===== src/rtl/mdu_pkg.sv =====
// mdu_pkg: shared definitions for the iterative multiply/divide unit.
// Holds the operation encodings presented on the Op port, the control FSM
// state encodings and the default operand width.
package mdu_pkg;

    localparam int WIDTH_DEFAULT = 32;

    typedef enum logic [1:0] {
        OP_MULTU = 2'b00,
        OP_MULT  = 2'b01,
        OP_DIVU  = 2'b10,
        OP_DIV   = 2'b11
    } op_t;

    typedef enum logic [1:0] {
        S_IDLE = 2'b00,
        S_RUN  = 2'b01,
        S_FIX  = 2'b10
    } state_t;

endpackage


===== src/rtl/mdu_datapath.sv =====
// mdu_datapath: combinational step and sign-correction logic for the
// multiply/divide unit. The accumulator pair {acc_hi, acc_lo} is owned by
// the top level; this block computes its next value for one iteration and
// the final HI/LO values produced when the operation closes.
//
// Ports:
//   is_div            1 = restoring-divide step, 0 = shift-add multiply step
//   acc_hi, acc_lo    current accumulator (partial product / remainder,
//                     multiplier / dividend-quotient)
//   operand           |B|: multiplicand or divisor magnitude
//   sign_a, sign_b    sign flags latched at start (0 for unsigned ops)
//   a_raw             original A, returned as HI on divide by zero
//   step_hi, step_lo  accumulator after one iteration
//   res_hi, res_lo    sign-corrected result to be written into HI/LO
module mdu_datapath
    import mdu_pkg::*;
#(
    parameter int WIDTH = WIDTH_DEFAULT
) (
    input  logic             is_div,
    input  logic [WIDTH-1:0] acc_hi,
    input  logic [WIDTH-1:0] acc_lo,
    input  logic [WIDTH-1:0] operand,
    input  logic             sign_a,
    input  logic             sign_b,
    input  logic [WIDTH-1:0] a_raw,
    output logic [WIDTH-1:0] step_hi,
    output logic [WIDTH-1:0] step_lo,
    output logic [WIDTH-1:0] res_hi,
    output logic [WIDTH-1:0] res_lo
);

    logic [WIDTH:0]     sum;
    logic [WIDTH-1:0]   addend;
    logic [WIDTH:0]     shifted;
    logic [WIDTH-1:0]   diff;
    logic               ge;
    logic [2*WIDTH-1:0] product;
    logic               neg;

    // One iteration. Multiply: add the multiplicand when the low multiplier
    // bit is set, then shift the whole pair right, carry included.
    // Divide: shift the remainder left pulling in the next dividend bit,
    // subtract the divisor if it fits, and shift the quotient bit into acc_lo.
    // When the subtraction succeeds the difference is below the divisor, so
    // the low WIDTH bits of the difference are exact.
    always_comb begin
        addend  = acc_lo[0] ? operand : '0;
        sum     = {1'b0, acc_hi} + {1'b0, addend};
        shifted = {acc_hi, acc_lo[WIDTH-1]};
        ge      = (shifted >= {1'b0, operand});
        diff    = shifted[WIDTH-1:0] - operand;
        if (is_div) begin
            step_hi = ge ? diff : shifted[WIDTH-1:0];
            step_lo = {acc_lo[WIDTH-2:0], ge};
        end else begin
            step_hi = sum[WIDTH:1];
            step_lo = {sum[0], acc_lo[WIDTH-1:1]};
        end
    end

    // Final correction. The product is negated as a full double-width value.
    // Quotient takes the xor of the signs; the remainder follows the dividend.
    // A zero divisor bypasses the iteration result entirely.
    always_comb begin
        product = {acc_hi, acc_lo};
        neg     = sign_a ^ sign_b;
        res_hi  = '0;
        res_lo  = '0;
        if (!is_div) begin
            if (neg) begin
                product = -product;
            end
            res_hi = product[2*WIDTH-1:WIDTH];
            res_lo = product[WIDTH-1:0];
        end else if (operand == '0) begin
            res_hi = a_raw;
            res_lo = '1;
        end else begin
            res_lo = neg    ? -acc_lo : acc_lo;
            res_hi = sign_a ? -acc_hi : acc_hi;
        end
    end

endmodule


===== src/rtl/mult_div_unit.sv =====
// mult_div_unit: iterative multiply/divide unit for the EXE stage.
// Runs MULT/MULTU (shift-add) and DIV/DIVU (restoring) one bit per cycle,
// owns the architectural HI/LO registers and raises Busy while an
// operation is in flight so the hazard logic can stall the front end.
//
// Ports:
//   Clk          rising-edge clock
//   Reset        asynchronous, active-low reset
//   Start        launch an operation (honoured only when idle)
//   Op           00 MULTU, 01 MULT, 10 DIVU, 11 DIV
//   A, B         rs / rt operands, sampled at the Start edge only
//   Wr_Hi, Wr_Lo MTHI / MTLO: write A into HI / LO while idle
//   Flush        synchronous abort
//   Busy         operation in flight
//   Done         one-cycle pulse when HI/LO take a new result
//   HI, LO       architectural HI/LO registers
module mult_div_unit
    import mdu_pkg::*;
#(
    parameter int WIDTH = WIDTH_DEFAULT
) (
    input  logic             Clk,
    input  logic             Reset,
    input  logic             Start,
    input  logic [1:0]       Op,
    input  logic [WIDTH-1:0] A,
    input  logic [WIDTH-1:0] B,
    input  logic             Wr_Hi,
    input  logic             Wr_Lo,
    input  logic             Flush,
    output logic             Busy,
    output logic             Done,
    output logic [WIDTH-1:0] HI,
    output logic [WIDTH-1:0] LO
);

    localparam int CW = $clog2(WIDTH);
    localparam logic [CW-1:0] LAST = CW'(WIDTH - 1);

    state_t           state;
    state_t           next_state;
    logic [CW-1:0]    count;
    logic [WIDTH-1:0] acc_hi;
    logic [WIDTH-1:0] acc_lo;
    logic [WIDTH-1:0] operand;
    logic [WIDTH-1:0] a_raw;
    logic [WIDTH-1:0] hi_reg;
    logic [WIDTH-1:0] lo_reg;
    logic             is_div;
    logic             sign_a;
    logic             sign_b;
    logic             done_reg;
    logic [WIDTH-1:0] step_hi;
    logic [WIDTH-1:0] step_lo;
    logic [WIDTH-1:0] res_hi;
    logic [WIDTH-1:0] res_lo;
    logic             start_div;
    logic             start_signed;
    logic             start_sign_a;
    logic             start_sign_b;

    assign start_div    = (Op == OP_DIVU) || (Op == OP_DIV);
    assign start_signed = (Op == OP_MULT) || (Op == OP_DIV);
    assign start_sign_a = start_signed & A[WIDTH-1];
    assign start_sign_b = start_signed & B[WIDTH-1];

    mdu_datapath #(
        .WIDTH(WIDTH)
    ) u_datapath (
        .is_div (is_div),
        .acc_hi (acc_hi),
        .acc_lo (acc_lo),
        .operand(operand),
        .sign_a (sign_a),
        .sign_b (sign_b),
        .a_raw  (a_raw),
        .step_hi(step_hi),
        .step_lo(step_lo),
        .res_hi (res_hi),
        .res_lo (res_lo)
    );

    always_ff @(posedge Clk or negedge Reset) begin
        if (!Reset) begin
            state <= S_IDLE;
        end else begin
            state <= next_state;
        end
    end

    // Flush wins everywhere: it blocks a launch from IDLE and aborts RUN/FIX.
    always_comb begin
        next_state = state;
        case (state)
            S_IDLE: if (Start && !Flush) next_state = S_RUN;
            S_RUN: begin
                if (Flush) begin
                    next_state = S_IDLE;
                end else if (count == LAST) begin
                    next_state = S_FIX;
                end
            end
            S_FIX:   next_state = S_IDLE;
            default: next_state = S_IDLE;
        endcase
    end

    // Both multiply and divide start from {0, |A|} with |B| held aside, so
    // the launch is the same for every op. MT writes land in the launch cycle
    // too; the FIX write later overwrites them.
    always_ff @(posedge Clk or negedge Reset) begin
        if (!Reset) begin
            count    <= '0;
            acc_hi   <= '0;
            acc_lo   <= '0;
            operand  <= '0;
            a_raw    <= '0;
            is_div   <= 1'b0;
            sign_a   <= 1'b0;
            sign_b   <= 1'b0;
            hi_reg   <= '0;
            lo_reg   <= '0;
            done_reg <= 1'b0;
        end else begin
            done_reg <= (state == S_FIX) && !Flush;
            case (state)
                S_IDLE: begin
                    if (!Flush) begin
                        if (Wr_Hi) hi_reg <= A;
                        if (Wr_Lo) lo_reg <= A;
                        if (Start) begin
                            count   <= '0;
                            acc_hi  <= '0;
                            acc_lo  <= start_sign_a ? -A : A;
                            operand <= start_sign_b ? -B : B;
                            a_raw   <= A;
                            is_div  <= start_div;
                            sign_a  <= start_sign_a;
                            sign_b  <= start_sign_b;
                        end
                    end
                end
                S_RUN: begin
                    acc_hi <= step_hi;
                    acc_lo <= step_lo;
                    count  <= count + 1'b1;
                end
                S_FIX: begin
                    if (!Flush) begin
                        hi_reg <= res_hi;
                        lo_reg <= res_lo;
                    end
                end
                default: ;
            endcase
        end
    end

    assign Busy = (state != S_IDLE);
    assign Done = done_reg;
    assign HI   = hi_reg;
    assign LO   = lo_reg;

endmodule


===== config.mk =====
export PLATFORM = sky130hd
export DESIGN_NAME = mult_div_unit
export DESIGN_NICKNAME = d
export VERILOG_FILES = /design/src/rtl/mdu_pkg.sv /design/src/rtl/mdu_datapath.sv /design/src/rtl/mult_div_unit.sv
export SDC_FILE = /design/constraint.sdc
export NUM_CORES = 1
export LEC_CHECK = 0
export CAP_MARGIN = 40
export CORE_ASPECT_RATIO = 1.2
export CORE_MARGIN = 2
export CORE_UTILIZATION = 45
export CTS_BUF_LIST = sky130_fd_sc_hd__clkbuf_4 sky130_fd_sc_hd__clkbuf_8 sky130_fd_sc_hd__clkbuf_16
export DETAILED_ROUTE_END_ITERATION = 12
export PLACE_DENSITY = 0.68
export REMOVE_ABC_BUFFERS = 1
export SLEW_MARGIN = 10
export SYNTH_ARGS = -nofsm -noshare
export SYNTH_HDL_FRONTEND = slang
export SYNTH_HIERARCHICAL = 1
export SYNTH_SLANG_ARGS = --single-unit

===== constraint.sdc =====
create_clock -name Clk -period 5 [get_ports Clk]
set_input_delay 1.25 -clock Clk [delete_from_list [all_inputs] [get_ports Clk]]
set_output_delay 1.25 -clock Clk [all_outputs]
set_load 0.1 [all_outputs]

==> impl_results.md <==
- Count of nets left with antenna violations after detail routing: 0
- Power per cell area: between 500 and 600 mW/mm²
- Count of vias placed by the detailed router: 16466
- Final critical delay including setup and external delays: 4.03 ns
- Number of buffers created by CTS: 24
- Hold_sp: LO[30]
- Seq/Total Area, Yosys: 30.0%
- Worst min-delay path category: reg -> reg
- Total number of yosys warnings: 6
- Startpoint of the worst setup timing path: acc_hi[9]
- Worst relative slew slack: 40.9%
- Worst Path Required: 5.42 ns
- Clk Latency, worst-skew pair: 0.54 ns
- Gate count of the mapped netlist: 2184
- Overall Global Routing Usage: around a quarter
- Main flop type after synthesis: sky130_fd_sc_hd__dfrtp_1
- Fin Hold WS: 0.475 ns
- Measured slew at the worst slew-check pin: 0.884 ns
- RePlAce Congestion: 0.929
- Highest Clock Rate: 248 MHz
- VDD IR-drop max: 0.000250 V
- I/O pin count: 138
- Number of maximum-capacitance violations: 0
- Number of flops mapped to enable cells by yosys: 0
- Number of remaining DRC errors: 0
- Hold-fix buffers, CTS: 0
- Initial detailed-routing violation count: around 1100
- Site row count: 77
- Leakage Power: 9.21 nW
- Top fanout value on the critical path: 26
- RSZ-0062 raised after global routing: false
- Synth Register Bits: around 200
- Proportion of register bits with asynchronous set or reset after synthesis: 100%
- Critical register-to-register path startpoint: acc_hi[9]
- Total grt overflow: 0
- Proportion of netlist area held by the largest area contributor: 30.0%
- CTS clock-pin slew for the worst setup and hold paths: 0.06 ns
- Final setup violating endpoints: 0
- Final clock skew: 0.0182 ns
- Cell area after synthesis: 0.0169 mm²
- Die height: 217 µm
- Sum of routed wire length over all layers: around 51000 µm
- Maximum number of buffers from clock root to sink: 3
- Pins Over Slew Limit: 0
- Number of H-tree branching levels: 1
- Filler Cells Inserted: roughly 3400
- Area inside the core boundary: between 0.03 and 0.04 mm²
- Number of detailed-route iterations in the first pass: 6
- DPL Wire Length: slightly below 40000 µm
- CTS root buf: sky130_fd_sc_hd__clkbuf_16
- Number of port buffers: about 140
- Synth Area per Inst: 7.76 µm²
- Area overhead of the layout relative to synthesis: 21.6%
- Post-DR vias/cell: 5.88
- List of most frequent post-synthesis cells: 330 x sky130_fd_sc_hd__nand2_1, 235 x sky130_fd_sc_hd__o21ai_0, 203 x sky130_fd_sc_hd__dfrtp_1
- Fraction of final layout cells sized beyond drive strength 1: a little under a tenth
- Initial Util: around 46%
- Critical path endpoint category: register
- Clock Sinks: 203
- Period utilisation layout: 80.7%
- TritonCTS clock tree: done
- Post-synthesis cell type with the largest combined area: sky130_fd_sc_hd__dfrtp_1
- Number of failing hold endpoints at the final stage: 0
- Via count of the first global-routing pass: 15732
- Critical path class: reg -> reg
- Post-detailed-route wirelength per cell: 18.3 µm
- Signal arrival time at the worst endpoint: 4.45 ns
- Number of nets in the finished design: roughly 2500
- Final cell utilization of the core: a little under three fifths
- Startpoint class of the critical path: register
- Final setup TNS: 0 ns
- Antenna violations before repair: 0
- Most area-consuming cells after synthesis: sky130_fd_sc_hd__dfrtp_1 30%, sky130_fd_sc_hd__nand2_1 7.3%, sky130_fd_sc_hd__o21ai_0 6.9%, sky130_fd_sc_hd__a21oi_1 5.8%, sky130_fd_sc_hd__ha_1 5.2%
- Resized cells post-CTS: 0
- Post-CTS Setup Repair Bufs: 0
- Wire length of the first global-routing pass: 83000 µm
- Cell with the most instances after synthesis: sky130_fd_sc_hd__nand2_1
- Die ar.: 0.0392 mm²
- Width of the die: 181 µm
- Status: complete, no violations
- Pin count of the biggest net entering global routing: 87
- Number of distinct library cells after synthesis: 81
-- placed cells by master, fill, tap and decap left out, drive strengths merged, types with 36 or more instances in the layout --
cell type      instances
nand2                332
o21ai                247
dfrtp                203
a21oi                195
nor2                 164
clkdlybuf4s50        136
buf                   98
xor2                  96
xnor2                 94
ha                    70
inv                   68
nor2b                 42
nor3                  40
a21o                  36
-- flip-flops by register name, indices dropped and copies added, names as in the netlist, 2 cells and up --
name     cells
HI          32
count        5
acc_hi      32
LO          32
a_raw       32
acc_lo      32
operand     32
state        2
-- per-layer routing --
layer	wire, µm	vias to the layer above	global-route usage (%)
met3	2420	103	2.47
met1	22600	7822	33.4
met5	0	-	0
met4	1710	0	9.73
li1	-	8049	-
met2	24700	492	44.8
-- report_power, final --
part / total [W] / internal, W / switching, W / leakage, nW
sequential: 0.00271 / 0.00206 / 0.000657 / 2.55
combinational: 0.00697 / 0.00280 / 0.00417 / 6.26
clock: 0.00184 / 0.00109 / 0.000751 / 0.399
total: 0.0115 / 0.00594 / 0.00558 / 9.21
-- worst max-delay path, cell delays in order (launching register included) --
cell and delay [ns]:
sky130_fd_sc_hd__dfrtp_1 0.51, sky130_fd_sc_hd__ha_1 0.46, sky130_fd_sc_hd__nand4_1 0.23, sky130_fd_sc_hd__or3b_1 0.43
sky130_fd_sc_hd__a211oi_1 0.34, sky130_fd_sc_hd__o211ai_1 0.20, sky130_fd_sc_hd__a21o_1 0.26, sky130_fd_sc_hd__o21a_1 0.24
sky130_fd_sc_hd__nand2_2 0.19, sky130_fd_sc_hd__buf_4 0.43, sky130_fd_sc_hd__mux2i_1 0.27, sky130_fd_sc_hd__a21oi_1 0.10
sky130_fd_sc_hd__a22o_1 0.24
-- path summary, 6_finish.rpt --
kind | cells after the start | to | slack [ns]
max in group asynchronous | 3 | LO[24] | 3.23
setup / recovery | 12 | acc_hi[18] | 0.97
hold reg to reg | 2 | LO[30] | 0.48
hold / removal | 2 | LO[30] | 0.48
min in group asynchronous | 1 | HI[13] | 0.58
setup reg to reg | 12 | acc_hi[18] | 0.97
-- cell type report --
type | count | area [µm²] | area share (%)
Antenna cell | 1 | 2.50 | 0.0121
Clock buffer | 31 | 696 | 3.38
Clock inverter | 12 | 124 | 0.601
Inverter | 67 | 251 | 1.22
Multi-Input combinational cell | 1776 | 11200 | 54.1
Sequential cell | 203 | 5080 | 24.7
Tap cell | 474 | 593 | 2.88
Timing Repair Buffer | 235 | 2700 | 13.1
-- metrics by stage --
step	cell area, µm²	setup slack (ns)	instances	total power (W)
5_1_grt	20600	0.767	2798	0.0123
2_1_floorplan	16400	-1.07	2046	0.00747
3_3_place_gp	18700	1.08	2685	0.00914
6_report	20600	0.967	2799	0.0115
4_1_cts	20600	1.03	2798	0.0114
3_5_place_dp	19800	1.06	2755	0.00957
-- cells by family after synthesis --
logic type                 after synthesis  share of synthesized area, %
AOI/OAI and AO/OA                      691                          25.0
xor gates and xnor gates               190                          9.82
adders and majority gates               72                          5.40
buffers and inverters                  205                          4.72
DFF                                    203                          30.0
muxes                                   62                          3.90
and+or+nand+nor                        761                          21.2
No activity file was read; power rests on OpenSTA's default activity.
